File: src/rtl/mem_arb_pkg.sv
// Shared types and constants for the unified instruction/data memory arbiter.
package mem_arb_pkg;

    typedef enum logic [1:0] {
        FETCH  = 2'd0,
        DECODE = 2'd1,
        DATA   = 2'd2,
        RETIRE = 2'd3
    } arb_state_e;

    // addi x0,x0,0
    localparam logic [31:0] NOP_INSTR = 32'h0000_0013;

endpackage

File: src/rtl/arb_timeout.sv
// Wait-cycle counter for one memory access; flags expiry on the last allowed idle cycle.
module arb_timeout #(
    parameter int unsigned TIMEOUT = 255
) (
    input  logic i_clk,
    input  logic i_reset,
    input  logic i_clr,
    input  logic i_en,
    output logic o_expired
);

    localparam int unsigned CW = (TIMEOUT > 1) ? $clog2(TIMEOUT) : 1;
    // TIMEOUT==0 disables expiry; LAST is then a don't-care.
    localparam logic [CW-1:0] LAST = CW'((TIMEOUT == 0) ? 0 : TIMEOUT - 1);

    logic [CW-1:0] r_cnt;

    always_ff @(posedge i_clk) begin
        if (i_reset || i_clr)
            r_cnt <= '0;
        else if (i_en && !o_expired)
            r_cnt <= r_cnt + 1'b1;
    end

    assign o_expired = (TIMEOUT != 0) && i_en && (r_cnt == LAST);

endmodule

File: src/rtl/unified_mem_arbiter.sv
// Single-port memory arbiter: sequences fetch -> decode -> optional data access -> retire
// for a stalled RV32I core, with a sticky bus timeout flag and a stall-cycle counter.
module unified_mem_arbiter
    import mem_arb_pkg::*;
#(
    parameter int          XLEN    = 32,
    parameter int unsigned TIMEOUT = 255,
    parameter logic [XLEN-1:0] NOP = XLEN'(NOP_INSTR)
) (
    input  logic            clk,
    input  logic            reset,
    input  logic [XLEN-1:0] core_pc,
    output logic [XLEN-1:0] core_instr,
    input  logic            core_memaccess,
    input  logic            core_memwrite,
    input  logic [XLEN-1:0] core_addr,
    input  logic [XLEN-1:0] core_wdata,
    output logic [XLEN-1:0] core_rdata,
    output logic            core_iwait,
    output logic            core_dwait,
    output logic            mem_req,
    output logic            mem_we,
    output logic [XLEN-1:0] mem_addr,
    output logic [XLEN-1:0] mem_wdata,
    input  logic [XLEN-1:0] mem_rdata,
    input  logic            mem_ready,
    output logic            bus_err,
    output logic [31:0]     stall_cnt
);

    arb_state_e      r_state;
    arb_state_e      w_next;
    logic [XLEN-1:0] r_instr;
    logic [XLEN-1:0] r_rdata;
    logic            r_bus_err;
    logic [31:0]     r_stall_cnt;
    logic            w_busy;
    logic            w_expired;

    assign w_busy = (r_state == FETCH) || (r_state == DATA);

    arb_timeout #(.TIMEOUT(TIMEOUT)) u_tmo (
        .i_clk     (clk),
        .i_reset   (reset),
        .i_clr     (w_next != r_state),
        .i_en      (w_busy && !mem_ready),
        .o_expired (w_expired)
    );

    always_comb begin
        w_next = r_state;
        case (r_state)
            FETCH:   if (mem_ready || w_expired) w_next = DECODE;
            DECODE:  w_next = core_memaccess ? DATA : RETIRE;
            DATA:    if (mem_ready || w_expired) w_next = RETIRE;
            default: w_next = FETCH;
        endcase
    end

    always_ff @(posedge clk) begin
        if (reset) begin
            r_state     <= FETCH;
            r_instr     <= NOP;
            r_rdata     <= '0;
            r_bus_err   <= 1'b0;
            r_stall_cnt <= '0;
        end else begin
            r_state <= w_next;
            if (r_state == FETCH) begin
                if (mem_ready)
                    r_instr <= mem_rdata;
                else if (w_expired)
                    r_instr <= NOP;
            end
            if (r_state == DATA) begin
                if (mem_ready && !core_memwrite)
                    r_rdata <= mem_rdata;
                else if (w_expired)
                    r_rdata <= '0;
            end
            if (w_expired)
                r_bus_err <= 1'b1;
            if (core_iwait || core_dwait)
                r_stall_cnt <= r_stall_cnt + 32'd1;
        end
    end

    // Reset kills any in-flight request in the same cycle.
    assign mem_req    = !reset && w_busy;
    assign mem_we     = (r_state == DATA) && core_memwrite;
    assign mem_addr   = (r_state == DATA) ? core_addr : core_pc;
    assign mem_wdata  = core_wdata;

    assign core_iwait = reset || (r_state != RETIRE);
    assign core_dwait = reset || (r_state == DATA) || ((r_state == DECODE) && core_memaccess);
    assign core_instr = r_instr;
    assign core_rdata = r_rdata;
    assign bus_err    = r_bus_err;
    assign stall_cnt  = r_stall_cnt;

endmodule

File: config.mk
export PLATFORM = sky130hd
export DESIGN_NAME = unified_mem_arbiter
export DESIGN_NICKNAME = d
export VERILOG_FILES = /design/src/rtl/mem_arb_pkg.sv /design/src/rtl/arb_timeout.sv /design/src/rtl/unified_mem_arbiter.sv
export SDC_FILE = /design/constraint.sdc
export NUM_CORES = 1
export LEC_CHECK = 0
export ABC_AREA = 1
export CORE_MARGIN = 2
export CORE_UTILIZATION = 30
export CTS_CLUSTER_SIZE = 16
export DETAILED_ROUTE_END_ITERATION = 10
export HOLD_SLACK_MARGIN = 0.15
export PLACE_DENSITY_LB_ADDON = 0.3
export SLEW_MARGIN = 20
export SYNTH_ARGS = -nofsm -noshare
export SYNTH_HDL_FRONTEND = slang
export SYNTH_SLANG_ARGS = --single-unit
export TNS_END_PERCENT = 10
File: constraint.sdc
create_clock -name clk -period 2.3 [get_ports clk]
set_clock_uncertainty 0.1 [all_clocks]
set_input_delay 0.69 -clock clk [delete_from_list [all_inputs] [get_ports clk]]
set_output_delay 0.69 -clock clk [all_outputs]
set_load 0.005 [all_outputs]
==> results_dict.tcl, run 1 <==
set metrics [dict create \
    ys_seq_elements 107 \
    critical_path_required_ns 1.51 \
    drt-wirelength-per-cell_um 15.0 \
    dieWidth_um 137 \
    syn_nets 917 \
    critPathKind "flip-flop to output pin" \
    routabilityCongestion 0.779 \
    p_leak_nw 3.46 \
    final_util_pct 50.2 \
    whs_endpoint "core_rdata[1]" \
    nFillCells 1688 \
    drtIter0Drc 215 \
    io_pins 298 \
    critPathBufInv 7 \
    reg2reg_setup_slack_ns 0.06 \
    cpPeakStageDelay_ns 0.32 \
    max_freq_mhz 410 \
    drc 0 \
    grt_pass1_wl_um 26700 \
    crit_chain "inv_2 > ha_4 > buf_6 > inv_8 > buf_6 > buf_12 > buf_12 > nand2_2 > nand2_1 > buf_2" \
    ys_top_cells_by_area "dfxtp_1 (41%), nand2_1 (23%), a21oi_1 (7.9%)" \
    power.density_nw_per_um2 705 \
    grt_use_total_pct 18.5 \
    drtPass1Iterations 5 \
    slowest_stage "dfxtp_2" \
    grt-ovfl-total 0 \
    dp_slack_ns -0.410 \
    grt_max_degree 73 \
    final_cell_mix "nand2_1 (280), clkdlybuf4s50_1 (195), dfxtp_1 (105), a21oi_1 (83), nor2_1 (46)" \
    min_from "core_rdata[1]" \
    ys_seq_area_share_pct 40.6 \
    cts_tree "built" \
    maxCapViolCount 0 \
    synth_top_area_cell "dfxtp_1" \
    syn_to_final_growth_pct 63.7 \
    multi_input_area_sq_um 2780 \
    r2r_start "r_state[0]" \
    worstPathMaxFanout 6 \
    final_nets 1158 \
    synthArstFlopShare_pct 0 \
    rows 48 \
    crit_family "buffers and inverters" \
    drive_gt1_share_pct 18.2 \
    clock_sinks 107 \
    period_share_pct 106 \
    slew_headroom_pct 46.2 \
    ant_nets 0 \
    timing.rr.end "core_rdata[2]" \
    crit_cells 10 \
    htreeDepth 3 \
    insertion_delay_ns 0.35 \
    port_buffers 233 \
    status "finished with violations" \
    rsz0062_at_grt "yes" \
    hpwl_um 13200 \
    coreArea_sq_um 17200 \
    syn_inst 776 \
    maxSlewViolCount 0 \
    violations "negative setup slack" \
    setup.worst_path.end_class "output pin" \
    grt_antenna_before_repair 1 \
    synth_flop_cell "dfxtp_1" \
    syn-cell-area_sq_um 5280 \
    initial_core_util_pct 30.6 \
    via_count 5767 \
    die_h_um 137 \
    worst_pin_slew_ns 0.807 \
    seq_area_sq_um 2140 \
    yosysWarnings 0 \
    hold_viol 0 \
    hp-class "flip-flop to flip-flop" \
    critPathArrivalTime_ns 1.65 \
    setup_ws_ns -0.138 \
    clk_pin_slew_ns 0.07 \
    final_common_cell "nand2_1" \
    r2r_cells 12 \
    cts-root-buf "clkbuf_16" \
    wirelength_um 18700 \
    clockBufferDepth 2 \
    grt_pass1_vias 5285 \
    hold_depth 2 \
    fin_crit_ns 2.44 \
    synth.distinct_cells 39 \
    synth-edff-count 0 \
    peakVddDrop_mv 0.324 \
    numCtsBuffers 9 \
    vias_per_cell 4.62 \
    dieArea_sq_um 18700 \
    setup_viol 27 \
    fin_tns_setup_ns -1.84 \
    cp-start-kind "flip-flop" \
    synth.avg_cell_area_sq_um 6.80 \
    synth_top_area_share_pct 40.6 \
]
[sequential cells by signal, indices dropped and copies added, names as in the netlist]
register,flops
bus_err,1
u_tmo.r_cnt,8
core_rdata,32
r_state,2
core_instr,32
stall_cnt,32
[worst max path at each step]
| stage | end | startpoint | slack (ns) |
|---|---|---|---|
| detailed placement | mem_addr[4] | core_addr[4] | -0.41 |
| floorplan | mem_addr[22] | r_state[0] | 0.17 |
| global route | mem_addr[21] | r_state[0] | -0.20 |
| finish | mem_addr[21] | r_state[0] | -0.14 |
| CTS | mem_addr[6] | r_state[0] | -0.15 |
| global placement | mem_we | core_memwrite | -0.44 |
[worst register-to-register path, stage by stage (launching register included)]
cell	delay (ns)
dfxtp_2	0.33
inv_2	0.05
ha_4	0.15
buf_6	0.13
buf_4	0.17
nor2_4	0.11
buf_4	0.12
nor2_1	0.04
nand3_1	0.11
inv_2	0.10
a21oi_4	0.50
nand2_1	0.11
a21oi_1	0.16
[final cells by class]
cell class | instances | area share, %
flip-flops and latches | 107 | 24.8
clock inverters | 6 | 1.04
multi-input cells | 553 | 32.2
well taps | 225 | 3.26
inverters | 54 | 2.43
diodes | 1 | 0.0289
repair buffers | 292 | 33.7
clock buffers | 9 | 2.60
[per-stage QoR]
step                      cells  area, sq um  total power, mW  hold WS (ns)
after global placement     1214         7870             4.00         0.346
after detailed placement   1214         7870             4.01         0.352
after global routing       1247         8650             6.43         0.371
final                      1247         8650             6.09         0.351
after floorplan             776         5280             2.88         0.355
after CTS                  1243         8520             6.06         0.363
[synth_stat cells (2+ instances only)]
master,instances
buf_1,3
inv_2,7
buf_4,32
o21a_1,2
nor3_1,11
nor3_4,2
o21ai_1,4
nor2_4,3
inv_1,47
nor3_2,2
nand4_1,5
clkbuf_1,18
nor2_1,50
nor2_2,3
o22ai_1,3
nand3_2,3
nand3b_1,5
nand2_2,3
ha_1,8
o21ai_0,10
dfxtp_1,107
buf_2,9
nand2_1,319
xor2_1,8
a21oi_1,83
nand3_1,16
[routing by layer]
metal / wire length [um] / GRT usage [%]
met1: 7080 / 19.2
met2: 9530 / 34.9
met3: 1550 / 5.00
met4: 494 / 7.29
met5: 0 / 0
[timing repair]
action / CTS / global route
cloned: 3 / 1
gates resized for setup: 194 / 37
hold endpoints to repair: 0 / 0
pin swaps: 11 / 20
endpoints found under the setup margin: 68 / 75
hold buffers: 0 / 0
buffers inserted: 11 / 2
[where the power goes]
part	total, mW	switching (mW)	leakage, nW	internal [mW]
sequential	2.06	0.0775	0.869	1.99
clock	1.67	0.715	0.157	0.955
combinational	2.36	1.08	2.44	1.28
total	6.09	1.88	3.46	4.22
[kinds of logic after synthesis]
kind of cell    count (synthesis)  synth area share, %
xor+xnor                        8                 1.33
mux                             1                0.190
compound gates                108                 10.9
fa+ha+maj                       8                 1.90
simple gates                  427                 34.2
buf+inv                       117                 10.9
flops                         107                 40.6
Power figures use the tool's default switching activity.
==> run 2, diff against run 1 <==
--- a/config.mk
+++ b/config.mk
@@ -12,6 +12,8 @@
 export DETAILED_ROUTE_END_ITERATION = 10
 export HOLD_SLACK_MARGIN = 0.15
 export PLACE_DENSITY_LB_ADDON = 0.3
+export SETUP_SLACK_MARGIN = 0.3
+export SKIP_LAST_GASP = 1
 export SLEW_MARGIN = 20
 export SYNTH_ARGS = -nofsm -noshare
 export SYNTH_HDL_FRONTEND = slang
==> run 2 against run 1 <==
  * The run still ends with negative setup slack left
  * Critical path depth is 2 lower
  * Sequential cell count unchanged
  * Cell area shrank 2.0%
  * Maximum frequency is 2.6% higher
  * Non-clock buffer count shrank 1
  * Cell count hardly changed
  * Critical path type unchanged
  * Largest power group unchanged
==> results_dict.tcl, run 2 (same netlist as run 1, synthesis figures left out) <==
set metrics [dict create \
    drtIter0Drc 235 \
    clock_sinks 107 \
    final_nets 1157 \
    numCtsBuffers 9 \
    wirelength_um 18300 \
    syn_to_final_growth_pct 60.5 \
    violations "negative setup slack" \
    htreeDepth 3 \
    whs_endpoint "core_rdata[18]" \
    grt_pass1_vias 5087 \
    grt_max_degree 74 \
    fin_crit_ns 2.38 \
    cp-start-kind "flip-flop" \
    setup.worst_path.end_class "output pin" \
    clockBufferDepth 2 \
    final_common_cell "nand2_1" \
    maxSlewViolCount 0 \
    hp-class "flip-flop to flip-flop" \
    min_from "core_rdata[18]" \
    hold_ws_ns 0.360 \
    drive_gt1_share_pct 15.4 \
    grt_use_total_pct 17.9 \
    critPathArrivalTime_ns 1.59 \
    reg2reg_setup_slack_ns 0.15 \
    r2r_start "r_state[0]" \
    hold_viol 0 \
    worstPathMaxFanout 9 \
    routabilityCongestion 0.780 \
    drc 0 \
    period_share_pct 103 \
    setup_ws_ns -0.0757 \
    port_buffers 233 \
    ant_nets 0 \
    p_leak_nw 3.40 \
    cts_tree "built" \
    slew_headroom_pct 44.0 \
    grt_antenna_before_repair 0 \
    final_util_pct 49.2 \
    dieWidth_um 137 \
    critPathKind "flip-flop to output pin" \
    critPathLaunch "r_state[0]" \
    rsz0062_at_grt "yes" \
    worst_pin_slew_ns 0.840 \
    timing.rr.end "stall_cnt[21]" \
    hpwl_um 13100 \
    final_cell_mix "nand2_1 (298), clkdlybuf4s50_1 (193), dfxtp_1 (105), a21oi_1 (83), nor2_1 (49)" \
    fin_tns_setup_ns -0.495 \
    initial_core_util_pct 30.6 \
    coreArea_sq_um 17200 \
    grt_pass1_wl_um 26200 \
    clk_pin_slew_ns 0.07 \
    rows 48 \
    critical_path_required_ns 1.51 \
    io_pins 298 \
    n_antenna_cell 0 \
    max_freq_mhz 421 \
    cts-root-buf "clkbuf_16" \
    power.density_nw_per_um2 695 \
    vias_per_cell 4.53 \
    via_count 5647 \
    drt-wirelength-per-cell_um 14.7 \
    hold_depth 2 \
    dieArea_sq_um 18700 \
    cts_hold_buffers 0 \
    die_h_um 137 \
    grt-ovfl-total 0 \
    peakVddDrop_mv 0.369 \
    dp_slack_ns -0.440 \
    drtPass1Iterations 4 \
    maxCapViolCount 0 \
    status "finished with violations" \
    setup_viol 12 \
    insertion_delay_ns 0.35 \
    r2r_cells 14 \
]
==> run 2: cell type report <==
cell class	instances	area, sq um
clock inverters	7	92.6
inverters	54	210
well taps	225	282
repair buffers	291	2850
multi-input cells	553	2670
flip-flops and latches	107	2140
fillers	1710	8760
clock buffers	9	225
==> run 2: power by group <==
part / switching, mW / internal, mW
sequential: 0.0765 / 1.98
combinational: 1.01 / 1.17
clock: 0.768 / 0.873
==> run 2: worst max path at each step <==
stage / cells past startpoint / endpoint / slack (ns)
after floorplan: 7 / mem_addr[22] / 0.28
after global placement: 4 / mem_we / -0.43
after detailed placement: 4 / mem_we / -0.44
after CTS: 9 / mem_addr[16] / -0.09
after global routing: 8 / mem_addr[27] / -0.14
final: 8 / mem_addr[27] / -0.08
==> run 2: metrics by stage <==
stage               power, mW  area [sq um]  std cells
floorplan                2.88          5280        776
global placement         3.99          7830       1208
detailed placement       3.99          7830       1208
CTS                      5.94          8400       1241
global route             6.21          8470       1246
finish                   5.89          8470       1246
==> run 2: critical path: stages, from the launching register on <==
cell	delay [ns]
dfxtp_2	0.33
inv_2	0.07
ha_4	0.20
inv_8	0.07
buf_12	0.13
buf_8	0.13
nand2_2	0.06
nand2_2	0.06
clkdlybuf4s15_2	0.20
==> run 2: per-layer routing <==
| layer | vias up | part of all wire, % | track usage (%) |
|---|---|---|---|
| met4 | 0 | 2.5 | 7.35 |
| met1 | 2543 | 39 | 19.6 |
| met3 | 22 | 7.5 | 4.22 |
| met2 | 176 | 51 | 33.1 |
| met5 | - | 0 | 0 |
| li1 | 2906 | - | - |
==> run 2: timing repair <==
action | in CTS | in global routing
setup endpoints to repair | 209 | 234
resized for setup | 172 | 9
hold endpoints to repair | 0 | 0
pin swaps | 11 | 4
cloned | 2 | 1
setup buffers | 15 | 4
==> run 3, diff against run 2 <==
--- a/config.mk
+++ b/config.mk
@@ -11,6 +11,7 @@
 export CTS_CLUSTER_SIZE = 16
 export DETAILED_ROUTE_END_ITERATION = 10
 export HOLD_SLACK_MARGIN = 0.15
+export MAX_ROUTING_LAYER = met4
 export PLACE_DENSITY_LB_ADDON = 0.3
 export SETUP_SLACK_MARGIN = 0.3
 export SKIP_LAST_GASP = 1
==> constraint.sdc (replaced) <==
create_clock -name clk -period 2.2 [get_ports clk]
set_clock_uncertainty 0.1 [all_clocks]
set_input_delay 0.66 -clock clk [delete_from_list [all_inputs] [get_ports clk]]
set_output_delay 0.66 -clock clk [all_outputs]
set_load 0.005 [all_outputs]
==> run 3 against run 2 <==
  * The run still ends with negative setup slack left
  * Sequential share of layout area is 0.47 points lower
  * Clock power hardly changed
  * Largest power group unchanged
  * Core utilization is 0.92 points higher
  * Highest routed layer unchanged
  * Non-clock buffer count is 5 lower
  * Largest cell class unchanged
  * Power is 7.0% higher
  * Via count is 0.89% lower
==> results_dict.tcl, run 3 (same netlist as run 1, synthesis figures left out) <==
set metrics [dict create \
    status "finished with violations" \
    violations "negative setup slack" \
    syn_to_final_growth_pct 63.5 \
    drc 0 \
    hp-class "flip-flop to flip-flop" \
    final_cell_mix "nand2_1 (271), clkdlybuf4s50_1 (194), dfxtp_1 (105), a21oi_1 (83), nor2_1 (50)" \
    die_h_um 137 \
    setup_ws_ns -0.0775 \
    setup.worst_path.end_class "output pin" \
    grt_pass1_vias 5126 \
    critPathBufInv 5 \
    clock_sinks 107 \
    critical_path_required_ns 1.44 \
    clockBufferDepth 2 \
    grt_pass1_wl_um 25900 \
    wirelength_um 18000 \
    critPathKind "flip-flop to output pin" \
    max_freq_mhz 439 \
    hpwl_um 12900 \
    drt-wirelength-per-cell_um 14.5 \
    dieArea_sq_um 18700 \
    peakVddDrop_mv 0.396 \
    worstPathMaxFanout 6 \
    cts_tree "built" \
    ant_nets 0 \
    drtIter0Drc 192 \
    dpl_cell_area_sq_um 7870 \
    period_share_pct 104 \
    cts_hold_buffers 0 \
    cpPeakStageDelay_ns 0.33 \
    grt_antenna_before_repair 1 \
    insertion_delay_ns 0.34 \
    grt_use_total_pct 18.4 \
    slew_headroom_pct 43.9 \
    grt-ovfl-total 0 \
    drtPass1Iterations 6 \
    worst_pin_slew_ns 0.842 \
    cp-start-kind "flip-flop" \
    fin_crit_ns 2.28 \
    routabilityCongestion 0.815 \
    final_util_pct 50.1 \
    htreeDepth 3 \
    rows 48 \
    nFillCells 1695 \
    cpMostUsedCell "nand2_2" \
    clk_pin_slew_ns 0.07 \
    io_pins 298 \
    final_common_cell "nand2_1" \
    setup_viol 32 \
    via_count 5597 \
    finish.instance_area_sq_um 8630 \
    cts-root-buf "clkbuf_16" \
    p_leak_nw 3.44 \
    final_nets 1151 \
    critPathArrivalTime_ns 1.52 \
    coreArea_sq_um 17200 \
    numCtsBuffers 9 \
    drive_gt1_share_pct 18.4 \
    power.density_nw_per_um2 730 \
    slowest_stage "dfxtp_2" \
    maxCapViolCount 0 \
    initial_core_util_pct 30.6 \
    fin_tns_setup_ns -1.31 \
    maxSlewViolCount 0 \
    port_buffers 233 \
    hold_viol 0 \
    dieWidth_um 137 \
    crit_family "buffers and inverters" \
    grt_max_degree 73 \
    rsz0062_at_grt "yes" \
    crit_chain "inv_2 > ha_4 > buf_12 > buf_16 > buf_8 > nand2_2 > nand2_2 > buf_6" \
    vias_per_cell 4.51 \
]
## run 3: cell count changes in the layout (fill, tap and decap cells not counted), sizes merged
cell and delta:
clkinv -2, diode +1, clkinvlp +1, clkdlybuf4s15 -8
clkbuf +3, buf +4, a21oi -1, clkdlybuf4s50 +1
dlygate4sd2 -4
## run 3: routing by layer
metal	up-vias	wire length [um]	GRT usage, %
li1	2874	-	-
met2	184	9220	33.1
met4	0	289	5.32
met3	19	1620	5.26
met1	2520	6890	19.7
met5	-	0	-
## run 3: report_power, final
part           internal [mW]  switching (mW)  total (mW)
Combinational           1.36            1.13        2.50
Sequential              2.08          0.0793        2.15
Clock                  0.896           0.754        1.65
Total                   4.33            1.97        6.30
## run 3: repair_timing
action | in CTS | in global routing
resized for setup | 193 | 50
pin swaps | 11 | 7
endpoints found under the setup margin | 233 | 237
cloned | 4 | 0
setup buffers | 13 | 1
## run 3: cell type report
class | instances | area [sq um] | share of cell area [%]
antenna | 1 | 2.50 | 0.0290
clock buffer | 10 | 229 | 2.65
clock inverter | 6 | 71.3 | 0.826
inverter | 54 | 208 | 2.41
multi-input combinational | 552 | 2810 | 32.6
sequential | 107 | 2140 | 24.8
tap | 225 | 282 | 3.26
timing repair buffer | 286 | 2890 | 33.4
## run 3: final timing paths
check	startpoint	depth (start not counted)	slack, ns	end
setup / recovery	r_state[0]	8	-0.08	mem_addr[3]
hold / removal	core_rdata[15]	2	0.36	core_rdata[15]
setup reg to reg	r_state[0]	14	0.03	stall_cnt[21]
hold reg to reg	core_rdata[15]	2	0.36	core_rdata[15]
## run 3: worst register-to-register path, stage by stage (launching register included)
cell     delay (ns)
dfxtp_2        0.32
inv_2          0.06
ha_4           0.20
inv_6          0.06
buf_12         0.13
buf_16         0.14
buf_4          0.13
nand3_2        0.16
nand2_2        0.12
nor2_4         0.14
nand2_2        0.09
nor2_1         0.20
nand3_1        0.10
nand2_1        0.08
nor2_1         0.04
## run 3: per-stage QoR
step                total power, mW  worst slack (ns)  hold slack, ns  std cells
floorplan                      3.03             0.289           0.355        776
global placement               4.20            -0.493           0.348       1206
detailed placement             4.21            -0.478           0.351       1206
CTS                            6.23            -0.101           0.362       1239
global route                   6.65            -0.150           0.378       1241
finish                         6.30           -0.0775           0.360       1241
==> edit: new RTL, flow settings as in run 2 <==
The 4 states of `arb_state_e` get a Gray code encoding in 2 bits.
--- a/src/rtl/mem_arb_pkg.sv
+++ b/src/rtl/mem_arb_pkg.sv
@@ -4,6 +4,6 @@
     typedef enum logic [1:0] {
-        FETCH  = 2'd0,
-        DECODE = 2'd1,
-        DATA   = 2'd2,
-        RETIRE = 2'd3
+        FETCH  = 2'b00,
+        DECODE = 2'b01,
+        DATA   = 2'b11,
+        RETIRE = 2'b10
     } arb_state_e;
Formal check against the unedited RTL: same outputs for any inputs over 4 cycles, from zero or initial values and one cycle with reset high; so few cycles prove little.
==> edit against run 2 <==
The flow still finishes with violations (negative setup slack). Wire length shrank 2.5%. Final cell count grew 2.2%. Worst setup slack gained 0.070 ns. Area after synthesis grew 3.8%. Non-clock buffer count shrank 4. Design area grew 3.1%. Total power shrank 17%. Sequential cell count is the same. Synthesized cell count grew 3.9%. Clock power shrank 5%. Combinational power shrank 40%.
==> edit: results (changes against run 2) <==
status -> finished, violations left
violated checks -> negative setup slack
global-route wire length before repair -> 27.9 mm (+6.5%)
Setup CP Type -> reg2out
main flop type after synthesis -> dfxtp_1
compound-cell area share of the yosys netlist -> 10.3% (-0.61 points)
H-tree depth -> 3 (unchanged)
Synth Warn # -> 0 (unchanged)
First-pass DRT Iterations -> 4 (unchanged)
worst reg2reg path startpoint -> r_state[0]$_SDFF_PP0_
mux cell area share after synthesis -> 0.183% (-0.0070 points)
# fillers -> 1787 (+4.5%)
XOR/XNOR share of the synthesized area -> 1.76% (+0.43 points)
Bufs on Longest Clock Path -> 2 (unchanged)
largest cells by area after synthesis -> dfxtp_1 (39%), nand2_1 (22%), a21oi_1 (8.0%)
proportion of layout cells with a drive suffix above 1 -> 18.2% (+2.8 points)
Worst-Margin Slew -> 0.811 ns (-0.0286 ns)
GRT Overall Usage -> 18.0% (about the same)
Placed Instances -> 1236 (+2.3%)
switch share -> 29.6% (-2.0 points)
Commonest cells post-synth -> nand2_1 (326), dfxtp_1 (107), a21oi_1 (88)
Synth Area in Adders -> 1.83% (-0.070 points)
sequential share of the synthesized area -> 39.1% (-1.5 points)
final std cells w/o fill -> 1274 (+2.2%)
initial antenna violation count -> 0 (unchanged)
worst hold-check path type -> reg2reg
endpoints failing setup -> 1 (-11)
Worst Hold Launch -> bus_err$_SDFFE_PP0P_
Syn Inst Count -> 806 (+3.9%)
Max FO, Critical Path -> 6 (-3)
Synth async-reset ratio -> 0% (unchanged)
synth unique cells -> 36 (-7.7%)
Clock Latency Late Sink -> 0.35 ns (about the same)
Routed WL per cell -> 14.0 um (-4.6%)
post-detail-place hpwl -> 12.7 mm (-2.5%)
die span in x -> 139 um (+1.8%)
setup ws final -> -0.00594 ns (+0.0698 ns)
RD Place Congestion -> 0.835 (+7.0%)
Worst VDD drop -> 316 uV (-14%)
vias in the first global route -> 5525 (+8.6%)
leak pwr -> 3.44 nW (+1.1%)
Clock Pin Slew Worst Setup and Hold Paths -> 0.08 ns
largest net degree at the start of global routing -> 74 (unchanged)
port bufs -> 233 (unchanged)
Mapped Nets -> 947 (+3.3%)
1st-iter DRT viols -> 305 (+30%)
via/cell ratio -> 4.57 (+0.90%)
-- edit: changes by cell type after synthesis, sizes merged, moves of 3 or more --
cell,delta
nand2,+9
nand4,+8
a21oi,+4
nor2,+4
o21ai,+3
-- edit: worst max-delay path: stages (launching register included) --
cell and delay [ns]:
dfxtp_2 0.34, ha_4 0.19, buf_6 0.13, buf_12 0.13, buf_6 0.12, nand2_2 0.05, nand2_2 0.06, buf_2 0.13
-- edit: worst paths after layout --
check,endpoint,slack [ns],cells past startpoint
hold / removal,bus_err$_SDFFE_PP0P_,0.36,2
hold reg to reg,bus_err$_SDFFE_PP0P_,0.36,2
setup reg to reg,stall_cnt[13]$_SDFFE_PP0P_,0.24,12
setup / recovery,mem_addr[9],-0.006,7
-- edit: timing repair --
action                     4_1_cts  5_1_grt
setup endpoints to repair      198      224
cloned                           5        1
pin swaps                        6       13
hold endpoints to repair         0        0
resized for setup              153       66
setup buffers                   13        3
-- edit: logic make-up (layout without fill, tap and decap cells) --
logic type	count (synthesis)	count (layout)
AO/OA/AOI/OAI	110	110
adder cells (fa/ha/maj)	8	8
multiplexers	1	1
AND/OR/NAND/NOR	451	451
flip-flops	107	107
XOR/XNOR	11	11
buffers and inverters	118	357
-- edit: routing by layer --
layer / vias up / part of all wire, % / GRT usage [%]
met5: - / 0 / 0
met4: 0 / 1.9 / 6.80
met3: 24 / 5.4 / 3.38
met2: 190 / 50 / 31.5
met1: 2624 / 43 / 21.8
li1: 2988 / - / -
-- edit: per-stage QoR --
stage / setup slack, ns / power, mW / TNS [ns] / cell area [um^2]
after floorplan: 0.312 / 2.55 / 0 / 5490
after global placement: -0.539 / 3.23 / -9.48 / 8040
after detailed placement: -0.525 / 3.24 / -9.54 / 8040
after CTS: -0.0741 / 4.89 / -0.813 / 8570
after global routing: -0.0520 / 5.15 / -0.598 / 8740
final: -0.00594 / 4.88 / -0.00594 / 8740
-- edit: area by class of cell --
type | count | area (um^2) | area share, %
Multi-Input combinational cell | 581 | 2940 | 33.6
Timing Repair Buffer | 287 | 2870 | 32.9
Sequential cell | 107 | 2140 | 24.5
Tap cell | 229 | 287 | 3.28
Clock buffer | 9 | 225 | 2.58
Inverter | 54 | 210 | 2.40
Clock inverter | 7 | 65.1 | 0.744
-- edit: power groups by stage --
stage                     logic (mW)  registers, mW  clock network, mW
after CTS                       1.28           2.01               1.61
after floorplan                0.496           2.05                  0
after global routing            1.44           2.02               1.69
after global placement          1.18           2.04                  0
final                           1.32           2.01               1.55
after detailed placement        1.19           2.05                  0
